## src/rtl/sw_pkg.sv

```systemverilog
// rtl/sw_pkg.sv - shared constants for the switch operand debouncer
package sw_pkg;

    localparam int SW_W             = 8;
    localparam int NIB_W            = 4;
    localparam int DEFAULT_DEBOUNCE = 500000;
    localparam int DEFAULT_CNT_W    = 20;

    // Per-bit debounce state; SETTLING is implied whenever the counter is non-zero.
    localparam logic [0:0] ST_STABLE   = 1'b0;
    localparam logic [0:0] ST_SETTLING = 1'b1;

    typedef logic [NIB_W-1:0] nibble_t;

endpackage

```

## src/rtl/debounce_bit.sv

```systemverilog
// rtl/debounce_bit.sv - two-flop synchroniser plus debounce counter for one switch
module debounce_bit
    import sw_pkg::*;
#(
    parameter int DEBOUNCE_CYCLES = DEFAULT_DEBOUNCE,
    parameter int CNT_W           = DEFAULT_CNT_W
) (
    input  logic CLK,
    input  logic RST,
    input  logic raw,
    output logic level,
    output logic changed,
    output logic settling
);

    localparam logic [CNT_W-1:0] CNT_LAST = CNT_W'(DEBOUNCE_CYCLES - 1);

    logic             s1_q, s1_d;
    logic             s2_q, s2_d;
    logic             level_q, level_d;
    logic             changed_q, changed_d;
    logic [CNT_W-1:0] cnt_q, cnt_d;
    logic [0:0]       state;

    assign state = (cnt_q != '0) ? ST_SETTLING : ST_STABLE;

    // Next-state: shift the synchroniser and advance, commit or abandon the count.
    always_comb begin
        s1_d      = raw;
        s2_d      = s1_q;
        level_d   = level_q;
        cnt_d     = cnt_q;
        changed_d = 1'b0;
        case (state)
            ST_STABLE: begin
                // The first mismatching edge already counts toward acceptance,
                // so a single-cycle debounce commits right here.
                if (s2_q != level_q) begin
                    if (cnt_q == CNT_LAST) begin
                        level_d   = s2_q;
                        changed_d = 1'b1;
                    end else begin
                        cnt_d = cnt_q + CNT_W'(1);
                    end
                end
            end
            ST_SETTLING: begin
                if (s2_q == level_q) begin
                    cnt_d = '0;
                end else if (cnt_q == CNT_LAST) begin
                    level_d   = s2_q;
                    cnt_d     = '0;
                    changed_d = 1'b1;
                end else begin
                    cnt_d = cnt_q + CNT_W'(1);
                end
            end
            default: cnt_d = '0;
        endcase
    end

    // State registers with synchronous active-high clear.
    always_ff @(posedge CLK) begin
        if (RST) begin
            s1_q      <= 1'b0;
            s2_q      <= 1'b0;
            level_q   <= 1'b0;
            changed_q <= 1'b0;
            cnt_q     <= '0;
        end else begin
            s1_q      <= s1_d;
            s2_q      <= s2_d;
            level_q   <= level_d;
            changed_q <= changed_d;
            cnt_q     <= cnt_d;
        end
    end

    assign level    = level_q;
    assign changed  = changed_q;
    assign settling = (cnt_q != '0);

endmodule

```

## src/rtl/sw_operand_debouncer.sv

```systemverilog
// rtl/sw_operand_debouncer.sv - debounced operand front end for the switch summator
module sw_operand_debouncer
    import sw_pkg::*;
#(
    parameter int DEBOUNCE_CYCLES = DEFAULT_DEBOUNCE,
    parameter int CNT_W           = DEFAULT_CNT_W
) (
    input  logic             CLK,
    input  logic             RST,
    input  logic [SW_W-1:0]  SW,
    output logic [NIB_W-1:0] OPA,
    output logic [NIB_W-1:0] OPB,
    output logic             UPD,
    output logic             BUSY
);

    logic [SW_W-1:0] level;
    logic [SW_W-1:0] changed;
    logic [SW_W-1:0] settling;

    // One independent debouncer per switch.
    for (genvar i = 0; i < SW_W; i++) begin : g_bit
        debounce_bit #(
            .DEBOUNCE_CYCLES (DEBOUNCE_CYCLES),
            .CNT_W           (CNT_W)
        ) u_bit (
            .CLK      (CLK),
            .RST      (RST),
            .raw      (SW[i]),
            .level    (level[i]),
            .changed  (changed[i]),
            .settling (settling[i])
        );
    end

    // Per-bit flags are already registered, so the ORs stay glitch-free and
    // simultaneous commits collapse into one pulse.
    assign OPA  = nibble_t'(level[SW_W-1:NIB_W]);
    assign OPB  = nibble_t'(level[NIB_W-1:0]);
    assign UPD  = |changed;
    assign BUSY = |settling;

endmodule

```

## config.mk

```make
export PLATFORM = sky130hd
export DESIGN_NAME = sw_operand_debouncer
export DESIGN_NICKNAME = d
export VERILOG_FILES = /design/src/rtl/sw_pkg.sv /design/src/rtl/debounce_bit.sv /design/src/rtl/sw_operand_debouncer.sv
export SDC_FILE = /design/constraint.sdc
export NUM_CORES = 1
export LEC_CHECK = 0
export CAP_MARGIN = 20
export CORE_MARGIN = 5
export CORE_UTILIZATION = 50
export CTS_BUF_LIST = sky130_fd_sc_hd__clkbuf_8
export DETAILED_ROUTE_END_ITERATION = 10
export PLACE_DENSITY = 0.66
export REMOVE_ABC_BUFFERS = 1
export SYNTH_ARGS = -nofsm -noshare
export SYNTH_HDL_FRONTEND = slang
export SYNTH_SLANG_ARGS = --single-unit
```

## constraint.sdc

```tcl
create_clock -name CLK -period 3.6 [get_ports CLK]
set_input_delay 0.72 -clock CLK [delete_from_list [all_inputs] [get_ports CLK]]
set_output_delay 0.72 -clock CLK [all_outputs]
set_load 0.01 [all_outputs]
```

==> impl_metrics.toml, run 1 <==
[sta]
final_max_slew_viol_count = 0
fin_crit_sh_pct = 95.36
fmaxAchievable_ghz = 0.2913
rsz0062_at_grt = "false"
finalSetupViolCount = 0
tightest_slew_ps = 944.9
period_minus_slack_ps = 3433
maxSlewHeadroom_pct = 36.34
holdWs_ps = 443.2
final-hold-violation-count = 0
fin_worst_skew_ps = 13.08
finalSetupTns_ps = 0

[worst_setup_path]
crit_fanout = 5
reg2regPathDepth = 5
required_ps = 2880
critPathCaptureType = "output pin"
arrival_ps = 2710
critPathLaunchType = "register"
startpoint = "g_bit[7].u_bit.cnt_q[0]"
crit_type = "register to output pin"
reg2reg_setup_slack_ps = 1120
worstReg2RegStart = "g_bit[7].u_bit.cnt_q[9]"
rr_endpoint = "g_bit[7].u_bit.cnt_q[14]"

[floorplanning]
core_um2 = 17960
die_y_um = 145.3
design.die.area_um2 = 21100
rows = 49
start_util_pct = 50.94
ios = 20
die_w_um = 145.3

[synth]
yosys.area.top_type = "dfxtp_1"
synth_most_common_cell = "dfxtp_1"
synth_area_leaders = "dfxtp_1, xor2_1, nand3_1"
synth_ff_type = "dfxtp_1"
syn_avg_cell_area_um2 = 8.303
synth_edf_count = 0
synth_common_cells = "dfxtp_1, nor2_1, nand3_1, nand2_1, xor2_1"
ys_seq_elements = 192
synthDistinctLibCells = 51
synth-seq-area-share_pct = 42.01
syn_inst = 1102
netlist_area_um2 = 9150
yosysWarnings = 0
synth.top_cell.area_share_pct = 42.01
async_flop_share_pct = 0

[placed_design]
dp_hpwl_um = 13510
gp_congestion = 0.8353
place_area_um2 = 9528
io_buffers = 19

[route]
vias = 7717
remaining_drc_errors = 0
ant_nets = 0
viasPerCell = 5.687
wl_um = 19410
initialDrtViolationCount = 408
drt_pass1_iterations = 5
wl_per_cell_um = 14.31

[cts]
ctsRootBufferMaster = "clkbuf_8"
clkTransAtPathRegs_ps = 90
cts_sinks = 192
cts_tree = "done"
h-tree-depth = 4
clk-insertion-delay-late_ps = 470
numCtsBuffers = 17
cts_buffer_depth = 2
ctsHoldBuffers = 0

[layout]
n_antenna_cell = 0
fin_nets = 1141
syn_to_final_growth_pct = 9.066
fillCellCount = 1687
drive_above_1_share_pct = 5.674
multi_input_area_um2 = 5027
register_area_um2 = 3847
fin_area_um2 = 9980

[global_routing]
grt_pass1_vias = 7027
grt_max_degree = 41
overflow = 0
grt_usage_pct = 18.27
antenna_found_initial = 0
grt_pass1_wl_um = 33440

[pwr]
ir_worst_vdd_v = 0.0002265
power_density_nw_per_um2 = 382.3
power.leakage_nw = 3.200

[hold_path]
min_from = "g_bit[2].u_bit.s1_q"
hold-path-cell-count = 1
hold_path_end = "g_bit[2].u_bit.s2_q"
holdCritPathClass = "register to register"

[job]
drv_cap = 0

[run_status]
status = "complete, no violations"
## metrics by stage
| step | total power, mW | instances | utilization (%) | setup WS [ps] |
|---|---|---|---|---|
| after floorplan | 2.281 | 1066 | - | 810.2 |
| after global placement | 2.357 | 1324 | 53.04 | 232.9 |
| after detailed placement | 2.358 | 1324 | 53.04 | 185.8 |
| after CTS | 3.862 | 1356 | 55.46 | 81.06 |
| after global routing | 3.980 | 1357 | 55.55 | 8.798 |
| final | 3.815 | 1357 | 55.55 | 167.0 |
## worst max-delay path by stage
stage | endpoint | slack [ps]
global placement | BUSY | 230
floorplan | BUSY | 810
detailed placement | BUSY | 190
finish | BUSY | 170
CTS | BUSY | 80
global route | BUSY | 9
## timing repair
| item | CTS | global route |
|---|---|---|
| gates cloned | 0 | 0 |
| pin swaps | 1 | 2 |
| endpoints found under the setup margin | 1 | 1 |
| resized for setup | 7 | 2 |
| setup buffers | 0 | 1 |
## worst max-delay path: stages (launching register included)
cell	delay, ps
dfxtp_4	370
inv_1	80
ha_1	140
or4b_2	590
nor3_2	190
and3_4	220
nand4_1	80
or4_4	440
buf_6	140
## power by group
| part | switching, mW | total, mW | internal, mW | leakage, nW |
|---|---|---|---|---|
| Combinational | 0.102 | 0.161 | 0.0590 | 1.43 |
| Clock | 0.759 | 1.50 | 0.745 | 0.216 |
| Sequential | 0.0137 | 2.15 | 2.14 | 1.55 |
## layout make-up
| cell class | instances | share of cell area (%) |
|---|---|---|
| Tap cell | 229 | 2.871 |
| Timing Repair Buffer | 30 | 2.721 |
| Clock inverter | 12 | 1.555 |
| Inverter | 31 | 1.166 |
| Clock buffer | 20 | 2.758 |
| Multi-Input combinational cell | 843 | 50.38 |
| Sequential cell | 192 | 38.55 |
## registers in the layout (all words and copies together), names as in the netlist
signal	cells
g_bit.u_bit.cnt_q	160
g_bit.u_bit.s1_q	8
g_bit.u_bit.s2_q	8
g_bit.u_bit.changed	8
g_bit.u_bit.level	8
## kinds of logic (layout without fill, tap and decap cells)
group | count (synthesis) | after routing | synth area share (%)
AO/OA/AOI/OAI | 132 | 132 | 8.259
XOR/XNOR | 112 | 112 | 10.72
adder cells (fa/ha/maj) | 16 | 16 | 2.188
buffers and inverters | 67 | 93 | 3.145
flip-flops | 192 | 192 | 42.01
multiplexers | 6 | 6 | 0.6564
AND/OR/NAND/NOR | 577 | 577 | 33.02
## placed cells by master (no fill, tap or decap), drive strengths merged, types with 7 or more instances in the layout
cell type	count
nand4b	7
or4	14
o21ai	62
buf	13
nand4	55
nor3	55
and4	12
xnor2	44
nand2	82
nor2	128
ha	16
clkdlybuf4s50	17
o31ai	7
nor4	42
a21oi	37
or3	30
dfxtp	192
nand3	99
clkbuf	20
inv	33
nor2b	17
and3	16
xor2	68
o211ai	9
## metal layers
layer	vias up	global-route usage, %	part of all wire (%)
met5	-	0	0
met4	0	4.384	0.96
met1	3620	25.88	50
met2	107	28.53	46
met3	17	4.022	3.4
li1	3973	-	-
No activity file was read; power rests on OpenSTA's default activity.
==> run 2: changes to the inputs <==
--- a/config.mk
+++ b/config.mk
@@ -15,3 +15,4 @@
 export SYNTH_ARGS = -nofsm -noshare
 export SYNTH_HDL_FRONTEND = slang
 export SYNTH_SLANG_ARGS = --single-unit
+export TNS_END_PERCENT = 100
==> results of run 2 <==
Final layout, timing and power as in run 1 (identical DEF).
